File: src/rtl/invsqrt_pkg.sv
// Shared types and helpers for the inverse-square-root feed path:
// operand classes, the 1.0 substitute operand and the classifier.
package invsqrt_pkg;

    typedef enum logic [2:0] {
        NORMAL = 3'd0,
        ZERO   = 3'd1,
        NEG    = 3'd2,
        INF    = 3'd3,
        NAN    = 3'd4,
        DENORM = 3'd5
    } cls_e;

    localparam logic [31:0] ONE_F           = 32'h3F80_0000;
    localparam int          INVSQRT_LATENCY = 4;

    // NaN is tested before sign so that negative NaNs stay NaN; -0 is ZERO.
    function automatic cls_e classify(input logic [31:0] w);
        logic        sgn;
        logic [7:0]  ex;
        logic [22:0] man;
        sgn = w[31];
        ex  = w[30:23];
        man = w[22:0];
        if (ex == 8'hFF && man != 23'd0) return NAN;
        if (ex == 8'h00 && man == 23'd0) return ZERO;
        if (sgn)                         return NEG;
        if (ex == 8'hFF)                 return INF;
        if (ex == 8'h00)                 return DENORM;
        return NORMAL;
    endfunction

endpackage

File: src/rtl/invsqrt_in_fifo.sv
// DEPTH x 32 synchronous operand FIFO with registered ready; pop requests
// while empty are ignored so the caller can drive it straight from ce.
module invsqrt_in_fifo #(
    parameter int DEPTH = 8
) (
    input  logic                     clk,
    input  logic                     rst_n,
    input  logic                     s_valid,
    input  logic [31:0]              s_data,
    output logic                     s_ready,
    input  logic                     pop,
    output logic [31:0]              head,
    output logic                     empty,
    output logic                     full,
    output logic [$clog2(DEPTH):0]   count
);

    localparam int            AW      = $clog2(DEPTH);
    localparam logic [AW:0]   DEPTH_C = (AW + 1)'(DEPTH);
    localparam logic [AW:0]   ONE_C   = (AW + 1)'(1);

    logic [31:0] mem [DEPTH];
    logic [AW:0] wr_ptr;
    logic [AW:0] rd_ptr;
    logic [AW:0] count_next;
    logic        push;
    logic        do_pop;

    assign count  = wr_ptr - rd_ptr;
    assign empty  = (count == '0);
    assign full   = (count == DEPTH_C);
    assign push   = s_valid && s_ready;
    assign do_pop = pop && !empty;
    assign head   = mem[rd_ptr[AW-1:0]];

    always_comb begin
        count_next = count;
        if (push && !do_pop)
            count_next = count + ONE_C;
        else if (!push && do_pop)
            count_next = count - ONE_C;
    end

    always_ff @(posedge clk or negedge rst_n) begin
        if (!rst_n) begin
            wr_ptr  <= '0;
            rd_ptr  <= '0;
            s_ready <= 1'b0;
        end else begin
            if (push)
                wr_ptr <= wr_ptr + ONE_C;
            if (do_pop)
                rd_ptr <= rd_ptr + ONE_C;
            s_ready <= (count_next != DEPTH_C);
        end
    end

    always_ff @(posedge clk) begin
        if (push)
            mem[wr_ptr[AW-1:0]] <= s_data;
    end

endmodule

File: src/rtl/invsqrt_feeder.sv
// Feed stage for invsqrt_pipeline: buffers operands, substitutes 1.0 for
// special classes and carries a {valid, class} tag aligned with float_out.
module invsqrt_feeder
    import invsqrt_pkg::*;
#(
    parameter int DEPTH   = 8,
    parameter int LATENCY = INVSQRT_LATENCY
) (
    input  logic        clk,
    input  logic        rst_n,
    input  logic        s_valid,
    output logic        s_ready,
    input  logic [31:0] s_data,
    input  logic        hold,
    output logic        ce,
    output logic [30:0] op_out,
    output logic        res_valid,
    output logic [2:0]  res_tag
);

    logic [31:0]              head;
    logic                     empty;
    logic                     full;
    logic [$clog2(DEPTH):0]   count;
    cls_e                     head_cls;
    logic                     inflight;
    logic                     adv;
    logic [LATENCY-1:0]       vld_p;
    cls_e                     tag_p [LATENCY];

    invsqrt_in_fifo #(.DEPTH(DEPTH)) u_fifo (
        .clk     (clk),
        .rst_n   (rst_n),
        .s_valid (s_valid),
        .s_data  (s_data),
        .s_ready (s_ready),
        .pop     (ce),
        .head    (head),
        .empty   (empty),
        .full    (full),
        .count   (count)
    );

    assign head_cls = classify(head);
    assign inflight = |vld_p;
    // Keep clocking while anything is in flight so the last result drains out.
    assign ce       = !hold && (!empty || inflight);
    assign op_out   = (!empty && head_cls == NORMAL) ? head[30:0] : ONE_F[30:0];

    // Stage 0 .. LATENCY-1: tag delay line, advancing in lockstep with the pipeline.
    always_ff @(posedge clk or negedge rst_n) begin
        if (!rst_n) begin
            vld_p <= '0;
            for (int i = 0; i < LATENCY; i++)
                tag_p[i] <= NORMAL;
            adv <= 1'b0;
        end else begin
            adv <= ce;
            if (ce) begin
                vld_p[0] <= !empty;
                tag_p[0] <= empty ? NORMAL : head_cls;
                for (int i = 1; i < LATENCY; i++) begin
                    vld_p[i] <= vld_p[i-1];
                    tag_p[i] <= tag_p[i-1];
                end
            end
        end
    end

    // Output: adv makes the pulse last one cycle even if hold freezes the last stage.
    assign res_valid = adv && vld_p[LATENCY-1];
    assign res_tag   = tag_p[LATENCY-1];

endmodule

File: config.mk
export PLATFORM = sky130hd
export DESIGN_NAME = invsqrt_feeder
export DESIGN_NICKNAME = d
export VERILOG_FILES = /design/src/rtl/invsqrt_pkg.sv /design/src/rtl/invsqrt_in_fifo.sv /design/src/rtl/invsqrt_feeder.sv
export SDC_FILE = /design/constraint.sdc
export NUM_CORES = 1
export LEC_CHECK = 0
export BUFFER_PORTS_ARGS = -buffer_cell sky130_fd_sc_hd__buf_4
export CAP_MARGIN = 40
export CORE_AREA = 2 2 173 175
export DETAILED_ROUTE_END_ITERATION = 12
export DIE_AREA = 0 0 175 177
export GPL_ROUTABILITY_DRIVEN = 0
export HOLD_SLACK_MARGIN = 0.15
export SYNTH_ARGS = -nofsm -noshare
export SYNTH_HDL_FRONTEND = slang
export SYNTH_SLANG_ARGS = --single-unit
File: constraint.sdc
create_clock -name clk -period 3.1 [get_ports clk]
set_input_delay 0.155 -clock clk [delete_from_list [all_inputs] [get_ports clk]]
set_output_delay 0.155 -clock clk [all_outputs]
set_load 0.01 [all_outputs]
==> metrics.csv <==
stage;metric;value;unit
timing;layout_setup_ws;-0.380;ns
floorplan;die_x;175;um
floorplan;dieHeight;177;um
clocking;clockBufferDepth;3;
setup_path;crit_path_end_kind;output port;
floorplan;fp.dieArea;31000;sq um
yosys;synth_area_leader_cell;edfxtp_1;
drt;drc;0;
setup_path;cp.arrival;3.33;ns
worst_hold_path;hp-class;input pin to register;
setup_path;crit_fanout;6;
timing;rsz0062_at_grt;true;
drt;drt_wl_total;25800;um
floorplan;rows;63;
drt;wl_per_cell;21.0;um
run_status;violations;setup timing;
yosys;netlist_area;11500;sq um
timing;slew_headroom;57.8;%
drt;vias;6211;
global_route;grt_use_total;16.7;%
finish;fin_util;51.4;%
yosys;synthTopCellsByArea;edfxtp_1 67%, mux4_1 6.9%, dfrtp_1 5.7%, mux4_2 4.3%, mux2i_1 4.1%;
floorplan;start_util;39.3;%
power;power_leakage;5.51;nW
drt;firstDrtPassIters;5;
run_status;outcome;finished, violations left;
global_route;grt_pass1_wl;38700;um
yosys;ys_seq_area_share;72.6;%
place;hpwl;14700;um
yosys;yosys_warnings;0;
timing;finalHoldViolCount;0;
yosys;ys_types;49;
floorplan;core-area;29200;sq um
place;portBuffers;72;
clocking;cts_max_level;1;
drt;vias_per_cell;5.06;
timing;slew_violations;0;
yosys;yosys-top-cells-count;256 x edfxtp_1, 47 x mux2i_1, 31 x nor2_1;
global_route;grt_max_degree;34;
clocking;clk_pin_slew;0.06;ns
timing;max_freq;287;MHz
yosys;syn-num-nets;627;
yosys;syn_avg_cell_area;19.7;sq um
finish;nets;861;
yosys;synth_top_area_share;66.9;%
clocking;clock_latency;0.55;ns
global_route;grt_overflow;0;
timing;period_share;112;%
clocking;cts_sinks;282;
setup_path;start_kind;register;
yosys;synth_edf_count;256;
yosys;netlist_instances;582;
yosys;synth_seq_cells;282;
yosys;synth.most_common_cell;edfxtp_1;
timing;setup_viol_count_final;34;
clocking;cts_tree;built;
place;dp.cells;1085;
timing;layout_min_cycle_time;3.48;ns
power;ir_drop;0.517;mV
place;dpl_cell_area;12900;sq um
setup_path;critPathKind;register to output port;
yosys;ys_async_sr_fraction;9.22;%
timing;worst_pin_slew;0.633;ns
setup_path;reg2reg_slack;-0.25;ns
drt;dr.first_iter.drc_count;439;
clocking;clock-root-buffer;clkbuf_16;
timing;fin_skew;0.0132;ns
timing;tns;-11.09;ns
drt;antenna_left;0;
finish;stdcell_count;1228;
floorplan;ios;73;
setup_path;worstPathRequired;2.94;ns
clocking;cts_made_buffers;29;
finish;fin_area;15000;sq um
yosys;ys.flop_type;edfxtp_1;
finish;area_growth;30.8;%
finish;drive_above_1_share;40.7;%
timing;holdWs;0.384;ns
global_route;antenna_found_initial;1;
flow_run;drv_cap;0;
power;p_per_area;1060;nW/um^2
global_route;grt_pass1_vias;6563;
## flip-flops by register name, indices dropped and copies added, names as in the netlist
name and cells:
tag_p 9, adv 1, u_fifo.wr_ptr 4, vld_p 4, u_fifo.s_ready 1, res_tag 3
u_fifo.rd_ptr 4, u_fifo.mem 256
## through the flow
| stage | worst slack, ns | total power [mW] |
|---|---|---|
| after floorplan | 0.0313 | 8.27 |
| after global routing | -0.488 | 16.8 |
| after global placement | -0.262 | 10.7 |
| after detailed placement | -0.292 | 10.8 |
| after CTS | -0.399 | 15.7 |
| final | -0.380 | 16.0 |
## cells by family (layout without fill, tap and decap cells)
| family | count (synthesis) | count (layout) | synth area share (%) |
|---|---|---|---|
| flip-flops | 282 | 282 | 72.6 |
| multiplexers | 113 | 113 | 16.7 |
| AND/OR/NAND/NOR | 93 | 93 | 3.94 |
| buffers and inverters | 39 | 294 | 2.68 |
| AO/OA/AOI/OAI | 35 | 35 | 2.20 |
| XOR/XNOR | 11 | 11 | 0.839 |
| adder cells (fa/ha/maj) | 9 | 9 | 1.05 |
| other | 0 | 1 | 0 |
## worst max-delay path, stage by stage, from the launching register on
cell and delay (ns):
dfrtp_4 0.52, buf_12 0.16, buf_8 0.12, buf_6 0.12, mux2i_1 0.12, a22oi_1 0.17, o21ai_1 0.14, or4_4 0.50
or2_4 0.26, nand4_1 0.12, buf_4 0.16, buf_8 0.14, nand2b_4 0.13, buf_6 0.09
## path summary, 6_finish.rpt
| path | start | to | cells after the start |
|---|---|---|---|
| worst max-delay path | u_fifo.rd_ptr[0] | op_out[28] | 13 |
| worst max register to register | u_fifo.rd_ptr[0] | tag_p[10] | 10 |
| max in group asynchronous | rst_n | u_fifo.rd_ptr[1] | 4 |
| worst min-delay path | s_data[22] | u_fifo.mem[0][22] | 2 |
| min in group asynchronous | rst_n | vld_p[3] | 4 |
| worst min register to register | tag_p[6] | tag_p[6] | 2 |
## report_power, final
part           internal, mW  switching (mW)  leakage (nW)
sequential             4.73           0.238          2.63
clock                  1.88            1.37         0.442
combinational          4.14            3.61          2.43
## layout by cell type (no fill, tap or decap), types with 3 or more instances in the layout
cell type / count
a22oi_1: 8
xnor2_1: 7
nor2_4: 13
nand2_1: 23
mux4_1: 25
nor2_2: 3
mux2_2: 13
o21ai_0: 4
mux2i_2: 6
nand3_1: 7
or4_4: 5
mux2i_1: 38
xor2_1: 4
buf_4: 158
a22oi_2: 5
nand2b_1: 4
ha_1: 6
nand4_1: 4
buf_6: 21
dfrtp_1: 23
buf_12: 8
nor2_1: 15
nand2b_4: 5
mux4_2: 27
buf_8: 5
dlygate4sd3_1: 36
edfxtp_1: 256
inv_6: 3
clkbuf_16: 29
a21oi_1: 3
clkinv_2: 8
inv_1: 7
clkbuf_1: 4
clkinv_1: 4
mux2i_4: 3
inv_2: 4
## cell type report
type	count	area [sq um]
diodes	1	2.50
clock buffers	33	741
clock inverters	19	156
fillers	2284	14200
inverters	11	41.3
multi-input cells	261	3140
flip-flops and latches	282	8340
well taps	390	488
repair buffers	231	2110
## layer usage
layer  vias up  part of all wire [%]  global-route usage (%)
met2       156                    51                    29.5
met1      3202                    42                    21.4
met5         -                     0                       0
met4         0                   1.8                    4.44
met3        33                   5.0                    2.79
li1       2820                     -                       -
## repair_timing
action / 4_1_cts / 5_1_grt
resized for setup: 80 / 25
buffers inserted: 49 / 6
setup endpoints to repair: 36 / 35
endpoints found under the hold margin: 292 / 0
pin swaps: 20 / 9
hold buffers: 37 / 0
cloned: 4 / 0
No activity file was read; power rests on OpenSTA's default activity.
